==> src/rtl/dma_splitter_pkg.sv <==
// Shared definitions for the DMA read-request splitter: default geometry,
// FSM state encoding and read-request payload layout.
package dma_splitter_pkg;

  localparam int unsigned DEF_ADDR_WIDTH      = 64;
  localparam int unsigned DEF_SIZE_WIDTH      = 15;
  localparam int unsigned DEF_ATOM_BYTES      = 32;
  localparam int unsigned DEF_BURST_ATOMS     = 8;
  localparam int unsigned DEF_MAX_OUTSTANDING = 64;
  localparam int unsigned CMD_ATOMS_WIDTH     = 16;

  typedef enum logic [1:0] {
    ST_IDLE  = 2'd0,
    ST_ISSUE = 2'd1,
    ST_DRAIN = 2'd2
  } spl_state_e;

  // Payload is {size, addr} with size (atoms-1) in the MSBs.
  function automatic int unsigned pd_width(input int unsigned aw, input int unsigned sw);
    return aw + sw;
  endfunction

  function automatic int unsigned pd_size_lsb(input int unsigned aw);
    return aw;
  endfunction

  typedef struct packed {
    logic [DEF_SIZE_WIDTH-1:0] size;
    logic [DEF_ADDR_WIDTH-1:0] addr;
  } rd_req_pd_t;

endpackage

==> src/rtl/dma_credit_cnt.sv <==
// Outstanding-atom credit counter: adds a burst per issued request, removes one
// per returned beat, and latches a sticky flag on a beat with nothing owed.
module dma_credit_cnt #(
  parameter int unsigned CNT_W = 7,
  parameter int unsigned INC_W = 4
) (
  input  logic             clk,
  input  logic             reset,
  input  logic             inc_en_i,
  input  logic [INC_W-1:0] inc_amt_i,
  input  logic             dec_en_i,
  output logic [CNT_W-1:0] count_nxt_o,
  output logic             underflow_o
);

  logic [CNT_W-1:0] count_q;
  logic [CNT_W-1:0] count_d;
  logic             underflow_q;
  logic             underflow_d;

  // A beat seen with a zero count is dropped rather than wrapping the counter.
  always_comb begin
    count_d     = count_q;
    underflow_d = underflow_q;
    if (inc_en_i) begin
      count_d = count_q + CNT_W'(inc_amt_i);
    end else begin
      count_d = count_q;
    end
    if (dec_en_i) begin
      if (count_q == {CNT_W{1'b0}}) begin
        underflow_d = 1'b1;
      end else begin
        count_d = count_d - CNT_W'(1);
      end
    end else begin
      underflow_d = underflow_q;
    end
  end

  always_ff @(posedge clk) begin
    if (reset) begin
      count_q     <= {CNT_W{1'b0}};
      underflow_q <= 1'b0;
    end else begin
      count_q     <= count_d;
      underflow_q <= underflow_d;
    end
  end

  assign count_nxt_o = count_d;
  assign underflow_o = underflow_q;

endmodule

==> src/rtl/dma_rd_req_splitter.sv <==
// Splits a DMA read command into boundary-aligned bursts, issuing them under an
// outstanding-atom credit limit and signalling done once all beats return.
module dma_rd_req_splitter
  import dma_splitter_pkg::*;
#(
  parameter int unsigned ADDR_WIDTH      = DEF_ADDR_WIDTH,
  parameter int unsigned SIZE_WIDTH      = DEF_SIZE_WIDTH,
  parameter int unsigned ATOM_BYTES      = DEF_ATOM_BYTES,
  parameter int unsigned BURST_ATOMS     = DEF_BURST_ATOMS,
  parameter int unsigned MAX_OUTSTANDING = DEF_MAX_OUTSTANDING
) (
  input  logic                                        clk,
  input  logic                                        reset,
  input  logic                                        cmd_valid,
  output logic                                        cmd_ready,
  input  logic [ADDR_WIDTH-1:0]                       cmd_addr,
  input  logic [CMD_ATOMS_WIDTH-1:0]                  cmd_atoms,
  output logic                                        rd_req_valid,
  input  logic                                        rd_req_ready,
  output logic [pd_width(ADDR_WIDTH, SIZE_WIDTH)-1:0] rd_req_pd,
  input  logic                                        rd_rsp_valid,
  input  logic                                        rd_rsp_ready,
  output logic                                        busy,
  output logic                                        done,
  output logic                                        err_underflow
);

  localparam int unsigned ATOM_LSB = $clog2(ATOM_BYTES);
  localparam int unsigned IDX_W    = $clog2(BURST_ATOMS);
  localparam int unsigned BURST_W  = $clog2(BURST_ATOMS + 1);
  localparam int unsigned CNT_W    = $clog2(MAX_OUTSTANDING + 1);
  localparam int unsigned SUM_W    = CNT_W + 1;
  localparam int unsigned PD_W     = pd_width(ADDR_WIDTH, SIZE_WIDTH);

  spl_state_e state_q;
  spl_state_e state_d;

  logic [ADDR_WIDTH-1:0]      addr_q;
  logic [ADDR_WIDTH-1:0]      addr_d;
  logic [CMD_ATOMS_WIDTH-1:0] rem_q;
  logic [CMD_ATOMS_WIDTH-1:0] rem_d;
  logic                       req_valid_q;
  logic                       req_valid_d;
  logic [PD_W-1:0]            req_pd_q;
  logic [PD_W-1:0]            req_pd_d;
  logic                       cmd_ready_q;
  logic                       cmd_ready_d;
  logic                       busy_q;
  logic                       busy_d;
  logic                       done_q;
  logic                       done_d;

  logic                       cmd_hs_s;
  logic                       req_hs_s;
  logic                       rsp_beat_s;
  logic [BURST_W-1:0]         cur_burst_s;
  logic [BURST_W-1:0]         nxt_burst_s;
  logic [CNT_W-1:0]           cnt_nxt_s;
  logic                       underflow_s;
  logic                       credit_ok_s;

  // Burst is capped by the atoms left before the next BURST_ATOMS boundary.
  function automatic logic [BURST_W-1:0] burst_of(input logic [IDX_W-1:0]           idx,
                                                  input logic [CMD_ATOMS_WIDTH-1:0] rem);
    logic [CMD_ATOMS_WIDTH-1:0] room;
    room = CMD_ATOMS_WIDTH'(BURST_ATOMS) - CMD_ATOMS_WIDTH'(idx);
    return (rem < room) ? BURST_W'(rem) : BURST_W'(room);
  endfunction

  assign cmd_hs_s    = cmd_valid && cmd_ready_q;
  assign req_hs_s    = req_valid_q && rd_req_ready;
  assign rsp_beat_s  = rd_rsp_valid && rd_rsp_ready;
  assign cur_burst_s = burst_of(addr_q[ATOM_LSB +: IDX_W], rem_q);
  assign nxt_burst_s = burst_of(addr_d[ATOM_LSB +: IDX_W], rem_d);

  dma_credit_cnt #(
    .CNT_W (CNT_W),
    .INC_W (BURST_W)
  ) u_credit (
    .clk         (clk),
    .reset       (reset),
    .inc_en_i    (req_hs_s),
    .inc_amt_i   (cur_burst_s),
    .dec_en_i    (rsp_beat_s),
    .count_nxt_o (cnt_nxt_s),
    .underflow_o (underflow_s)
  );

  // Credit uses the post-edge count so a returning beat frees space immediately.
  assign credit_ok_s = (SUM_W'(cnt_nxt_s) + SUM_W'(nxt_burst_s)) <= SUM_W'(MAX_OUTSTANDING);

  always_comb begin
    addr_d = addr_q;
    rem_d  = rem_q;
    if (state_q == ST_IDLE) begin
      if (cmd_hs_s) begin
        addr_d = cmd_addr & ~(ADDR_WIDTH'(ATOM_BYTES) - ADDR_WIDTH'(1));
        rem_d  = cmd_atoms;
      end else begin
        addr_d = addr_q;
        rem_d  = rem_q;
      end
    end else if (req_hs_s) begin
      addr_d = addr_q + (ADDR_WIDTH'(cur_burst_s) << ATOM_LSB);
      rem_d  = rem_q - CMD_ATOMS_WIDTH'(cur_burst_s);
    end else begin
      addr_d = addr_q;
      rem_d  = rem_q;
    end
  end

  always_ff @(posedge clk) begin
    if (reset) begin
      state_q <= ST_IDLE;
    end else begin
      state_q <= state_d;
    end
  end

  always_comb begin
    state_d = state_q;
    case (state_q)
      ST_IDLE: begin
        if (cmd_hs_s && (cmd_atoms != CMD_ATOMS_WIDTH'(0))) begin
          state_d = ST_ISSUE;
        end else begin
          state_d = ST_IDLE;
        end
      end
      ST_ISSUE: begin
        if (req_hs_s && (rem_d == CMD_ATOMS_WIDTH'(0))) begin
          state_d = ST_DRAIN;
        end else begin
          state_d = ST_ISSUE;
        end
      end
      ST_DRAIN: begin
        if (cnt_nxt_s == CNT_W'(0)) begin
          state_d = ST_IDLE;
        end else begin
          state_d = ST_DRAIN;
        end
      end
      default: state_d = ST_IDLE;
    endcase
  end

  // A presented request is frozen until taken; otherwise the next one is staged.
  always_comb begin
    req_valid_d = 1'b0;
    req_pd_d    = req_pd_q;
    cmd_ready_d = (state_d == ST_IDLE);
    busy_d      = (state_d != ST_IDLE);
    done_d      = 1'b0;
    if (state_d == ST_ISSUE) begin
      if (req_valid_q && !rd_req_ready) begin
        req_valid_d = 1'b1;
        req_pd_d    = req_pd_q;
      end else begin
        req_valid_d = credit_ok_s;
        req_pd_d    = {SIZE_WIDTH'(nxt_burst_s - BURST_W'(1)), addr_d};
      end
    end else begin
      req_valid_d = 1'b0;
      req_pd_d    = req_pd_q;
    end
    if ((state_q == ST_IDLE) && cmd_hs_s && (cmd_atoms == CMD_ATOMS_WIDTH'(0))) begin
      done_d = 1'b1;
    end else if ((state_q == ST_DRAIN) && (state_d == ST_IDLE)) begin
      done_d = 1'b1;
    end else begin
      done_d = 1'b0;
    end
  end

  always_ff @(posedge clk) begin
    if (reset) begin
      addr_q      <= {ADDR_WIDTH{1'b0}};
      rem_q       <= {CMD_ATOMS_WIDTH{1'b0}};
      req_valid_q <= 1'b0;
      req_pd_q    <= {PD_W{1'b0}};
      cmd_ready_q <= 1'b1;
      busy_q      <= 1'b0;
      done_q      <= 1'b0;
    end else begin
      addr_q      <= addr_d;
      rem_q       <= rem_d;
      req_valid_q <= req_valid_d;
      req_pd_q    <= req_pd_d;
      cmd_ready_q <= cmd_ready_d;
      busy_q      <= busy_d;
      done_q      <= done_d;
    end
  end

  assign cmd_ready     = cmd_ready_q;
  assign rd_req_valid  = req_valid_q;
  assign rd_req_pd     = req_pd_q;
  assign busy          = busy_q;
  assign done          = done_q;
  assign err_underflow = underflow_s;

endmodule

==> config.mk <==
export PLATFORM = sky130hd
export DESIGN_NAME = dma_rd_req_splitter
export DESIGN_NICKNAME = d
export VERILOG_FILES = /design/src/rtl/dma_splitter_pkg.sv /design/src/rtl/dma_credit_cnt.sv /design/src/rtl/dma_rd_req_splitter.sv
export SDC_FILE = /design/constraint.sdc
export NUM_CORES = 1
export LEC_CHECK = 0
export ABC_AREA = 1
export BUFFER_PORTS_ARGS = -buffer_cell sky130_fd_sc_hd__buf_4
export CORE_MARGIN = 2
export CORE_UTILIZATION = 40
export CTS_CLUSTER_DIAMETER = 80
export DETAILED_ROUTE_END_ITERATION = 10
export MAX_ROUTING_LAYER = met4
export PLACE_DENSITY = 0.69
export SLEW_MARGIN = 25
export SYNTH_ARGS = -nofsm -noshare
export SYNTH_HDL_FRONTEND = slang
export SYNTH_SLANG_ARGS = --single-unit
==> constraint.sdc <==
create_clock -name clk -period 8.1 [get_ports clk]
set_input_delay 0.405 -clock clk [delete_from_list [all_inputs] [get_ports clk]]
set_output_delay 0.405 -clock clk [all_outputs]
set_load 0.005 [all_outputs]
# ---- After elaboration in Yosys (flattened, before gate mapping)
# Cells that the tools add are included.
dict set report totals {
  regBits 173
  out_inout_bits 84
  word_cells 65
}
dict set report classes {
  n_addsub 8
  order_cmp 3
  eq_ne 3
  muxes 18
  bitwise_logic 2
  reduce_logical 21
}
# op count
set ops {}
lappend ops {{$mux W64} 3}
lappend ops {{$add A64 B9 Y64} 1}
lappend ops {{$mux W16} 3}
lappend ops {{$logic_not A16 Y1} 2}
lappend ops {{$lt A16 B16 Y1} 2}
lappend ops {{$mux W7} 3}
lappend ops {{$reduce_bool A16 Y1} 1}
lappend ops {{$sub A16 B4 Y16} 1}
lappend ops {{$logic_not A7 Y1} 2}
lappend ops {{$sub A4 B3 Y5 const A} 2}
lappend ops {{$logic_and A1 B1 Y1} 9}
lappend ops {{$add A7 B4 Y8} 1}
lappend ops {{$le A8 B7 Y1 const B} 1}
lappend ops {{$mux W4} 2}
lappend ops {{$add A7 B4 Y7} 1}
lappend ops {{$sub A7 B1 Y7 const B} 1}
lappend ops {{$pmux W2 S3} 1}
lappend ops {{$sub A4 B1 Y5 const B} 1}
lappend ops {{$eq A2 B1 Y1 const B} 2}
lappend ops {{$logic_not A2 Y1} 2}
lappend ops {{$mux W1} 4}
lappend ops {{$mux W2} 2}
lappend ops {{$reduce_and A2 Y1} 2}
lappend ops {{$eq A2 B2 Y1 const B} 1}
lappend ops {{4 further kinds} 5}

# ---- Logic depth before layout (Yosys ltp)
dict set report logic_depth {
  ltp_word 15
  mapped_depth 44
  mapped_depth_nobuf 44
}

# ---- Cells and area by module
# A second synthesis with hierarchy kept.
dict set report hier_totals {
  hier_cells 1690
  hier_area_um2 10563.9
}
# mod n_inst cells_per_inst area_each_um2 seq_area_each_um2
set by_module_without_submodules {}
lappend by_module_without_submodules {dma_rd_req_splitter 1 1573 9825.7 3103.0}
lappend by_module_without_submodules {dma_credit_cnt 1 117 738.2 160.2}

# ---- Worst setup path after synthesis
# OpenSTA, ideal clock, no wires.
dict set report synth_timing {
  path_type {register to register}
  startpoint {register addr_q[5]}
  endpoint {register req_valid_q, in the netlist rd_req_valid}
  arrival_time_ns 5.611
  slack_ns 2.419
  path_stages_with_launch 39
  path_buffers 0
  path_cell_list {dfxtp_1 > inv_1 > ha_1 > inv_1 > ha_1 > a21oi_1 > nor2_1 > o21ai_0 > nand3_1 > o21ai_0 > ha_1 > inv_1 > fa_1 > a21oi_1 > or2_1 > inv_1 > ha_1 > xor2_1 > (+3 left out) > nand2_1 > nand2_1 > nor2_2 > nand3_4 > inv_2 > o21ai_2 > inv_1 > ha_1 > inv_1 > fa_1 > xnor2_1 > nor4b_1 > nand2_1 > nor2_1 > nand2_1 > nand2_1 > nand2_1 > a21oi_1}
}
dict set report synth_via {
  elab_chain_cells 14
  elab_cells_between_ends 30
  cone_classes {7 x add/sub; 3 x order compare; 1 x eq/ne; 14 x mux; 1 x bitwise; 4 x reduce/logical}
}
# element line
set synth_rtl {}
lappend synth_rtl {{start, declared} dma_rd_req_splitter.sv:38} ;# logic [ADDR_WIDTH-1:0] addr_q;
lappend synth_rtl {{start signal, assigned} dma_rd_req_splitter.sv:178} ;# addr_q <= {ADDR_WIDTH{1'b0}};
lappend synth_rtl {{start signal, assigned} dma_rd_req_splitter.sv:186} ;# addr_q <= addr_d;
lappend synth_rtl {{parallel branches: the longest is 14 deep, another holds $add A64 B9 Y64} -}
lappend synth_rtl {{end signal, assigned} dma_rd_req_splitter.sv:188} ;# req_valid_q <= req_valid_d;
lappend synth_rtl {{end, declared} dma_rd_req_splitter.sv:42} ;# logic req_valid_q;
# Parallel ways; which one is timed is not known.
# A chain may end at the register's enable or synchronous reset.

# ---- Worst setup path in the final report
# Same ends and word-level chain as after synthesis.

==> flow_metrics.py <==
metrics = {
    "routing": {
        "vias_per_cell": 5.26,
        "postRouteAntennaNets": 0,
        "first_pass_iters": 7,
        "drc": 0,
        "route.vias.total": 10200,
        "drt-total-wl_mm": 30.3,
        "routedWlPerCell_microns": 15.6,
        "first_iter_violations": 759,
    },
    "logic_synthesis": {
        "synth_top_family_by_area": "simple AND/OR/NAND/NOR gates",
        "synth_area_sq_mm": 0.00988,
        "synthXorXnorAreaFrac": 0.0231,
        "synthArstFlopShare": 0,
        "seq_area_frac_synth": 0.330,
        "avgSynthCellArea_sq_um": 6.64,
        "syn_nets": 1603,
        "synth_common_cells": "nand2_1, inv_1, nor2_1, dfxtp_1, a21oi_1",
        "synthTopCellsByArea": "dfxtp_1, nand2_1, inv_1",
        "yosysTopAreaCellShare": 0.330,
        "ys_types": 55,
        "synthSimpleGateAreaFrac": 0.291,
        "ys_seq_elements": 163,
        "synth_warnings": 0,
        "syn_inst": 1487,
        "synth-compound-area-share": 0.199,
        "synth_fa_ha_area_frac": 0.0410,
        "synth_most_common_cell": "nand2_1",
        "synth_edf_count": 0,
        "yosys.area.top_type": "dfxtp_1",
        "ys.flop_type": "dfxtp_1",
        "synthMuxAreaShare": 0,
    },
    "grt": {
        "grt_pass1_wl_mm": 48.5,
        "grt_use_total": 0.239,
        "grt-ovfl-total": 0,
        "antenna_found_initial": 0,
        "grt_pass1_vias": 9521,
        "grt_start_max_net_pins": 100,
    },
    "place": {
        "placed_cells": 1905,
        "place_area_sq_mm": 0.0112,
        "place_congestion": 0.886,
        "dp_hpwl_mm": 21.8,
        "port_buffers": 164,
    },
    "floorplanning": {
        "initial_core_util": 0.407,
        "die_w_microns": 161,
        "die_area_sq_mm": 0.0260,
        "ios": 170,
        "rows": 57,
        "die_h_microns": 161,
        "coreArea_sq_mm": 0.0242,
    },
    "setup_path": {
        "worst-path-buf-inv": 8,
        "start_kind": "flop",
        "arrival_ns": 6.92,
        "ff2ff_setup_slack_ns": 1.55,
        "critPathTopFamily": "adder cells",
        "cp-end-kind": "flop",
        "max_stage_delay_ns": 0.51,
        "slowest_stage": "fa_1",
        "required_ns": 8.47,
        "crit_path_max_fanout": 8,
        "crit_type": "reg2reg",
    },
    "final_layout": {
        "fin_nets": 1716,
        "finalNonFillerCells": 1937,
        "fin_area_sq_mm": 0.0118,
        "syn2layout_area_growth_pct": 19.1,
        "fillers": 2523,
        "drive_gt1_frac": 0.160,
        "diodes": 0,
        "multi_input_area_sq_mm": 0.00548,
        "seq_area_sq_mm": 0.00326,
    },
    "power_and_ir_drop": {
        "power_frac_seq": 0.344,
        "p_per_area_mw_per_mm2": 252,
        "pwr-share-clk": 0.283,
        "p_total_mw": 2.97,
        "power.net_switching_mw": 1.15,
        "peakVddDrop_mv": 0.106,
        "p_int_mw": 1.82,
        "switching_share": 0.387,
        "leakage_nw": 5.18,
        "pwr-share-comb": 0.373,
    },
    "clock_tree": {
        "cts.sink_count": 163,
        "numCtsBuffers": 17,
        "cts_hold_buf": 0,
        "clkLatencyLatePin_ns": 0.44,
        "cts_root_buf": "clkbuf_16",
        "post_cts_buffers": 0,
        "htree_levels": 4,
        "cts.clk_slew.worst_paths_ns": 0.07,
        "ctsResizeCount": 0,
        "tritoncts": "yes",
        "cts_buffer_depth": 2,
    },
    "sta": {
        "rsz0062_at_grt": "no",
        "setup_viol": 0,
        "drv_slew": 0,
        "finalCritPeriodShare": 0.809,
        "worst_slew_pin_slew_ns": 1.03,
        "finClkSkew_ns": 0.0208,
        "final_hold_viol_count": 0,
        "period_needed_ns": 6.55,
        "max_slew_margin": 0.313,
        "max_freq_mhz": 153,
        "tns_ns": 0,
    },
    "run": {
        "drv_cap": 0,
    },
    "worst_hold_path": {
        "hp-class": "in2reg",
    },
    "run_status": {
        "status": "complete, no violations",
    },
}
## power by group through the flow
| stage | Sequential, mW | Combinational [mW] | Clock [mW] |
|---|---|---|---|
| 2_1_floorplan | 1.02 | 0.772 | 0 |
| 3_3_place_gp | 1.03 | 1.08 | 0 |
| 3_5_place_dp | 1.04 | 1.10 | 0 |
| 4_1_cts | 1.02 | 1.11 | 0.856 |
| 5_1_grt | 1.04 | 1.25 | 0.887 |
| 6_report | 1.02 | 1.10 | 0.840 |
## tightest hold or removal path, delay by kind of cell
kind | cells | cell delay [ns]
and+or+nand+nor | 1 | 0.07
AOI/OAI and AO/OA | 1 | 0.07
buffers and inverters | 1 | 0.09
## worst paths after layout
path / startpoint / endpoint / cells past startpoint
worst max-delay path: addr_q[5] / rd_req_valid / 38
worst min-delay path: rd_rsp_ready / u_credit.underflow_o / 3
worst max register to register: addr_q[5] / rd_req_valid / 38
worst min register to register: addr_q[0] / addr_q[0] / 2
## per-layer routing
| metal | up-vias | track usage | wire length, microns | share of wire |
|---|---|---|---|---|
| met5 | - | - | 0 | 0 |
| li1 | 5181 | - | - | - |
| met1 | 4624 | 0.311 | 13800 | 0.45 |
| met4 | 0 | 0.0885 | 821 | 0.027 |
| met3 | 53 | 0.0339 | 1930 | 0.064 |
| met2 | 339 | 0.380 | 13800 | 0.45 |
## logic make-up (layout without fill, tap and decap cells)
logic type,Yosys count,after routing
simple gates,650,650
compound gates,344,344
buf+inv,274,400
flops,163,163
fa+ha+maj,30,30
xor+xnor,26,26
## placed cells by master, fill, tap and decap left out, drive strengths merged, types with 4 or more instances in the layout
cell type  count
o22ai          4
a211oi        10
clkinv         4
nand2        284
inv          206
xor2          20
nand4         26
o31ai          4
nor3          34
nor4          16
o211ai        47
nor2         187
clkbuf        18
buf          169
xnor2          6
a31oi         28
nand3         90
or2            9
fa             4
ha            26
o21ai        125
dfxtp        163
a21oi        116
## area by class of cell
cell class	count	area share
clock buffers	18	0.0365
repair buffers	169	0.108
flip-flops and latches	163	0.277
clock inverters	14	0.0139
inverters	199	0.0641
multi-input cells	1050	0.466
well taps	324	0.0345
## state kept, by name, summed over array words and instances, names as in the netlist
name	cells
done	1
u_credit.underflow_o	1
rd_req_valid	1
cmd_ready	1
addr_q	64
rem_q	16
busy	1
u_credit.count_q	7
rd_req_pd	69
state_q	2
## through the flow
stage	utilization	hold slack (ns)	setup WS (ns)
global route	0.485	0.266	0.973
CTS	0.485	0.221	1.58
global placement	0.461	0.439	1.77
floorplan	-	0.426	2.42
detailed placement	0.461	0.445	1.62
finish	0.485	0.230	1.55
No activity file was read; power rests on OpenSTA's default activity.
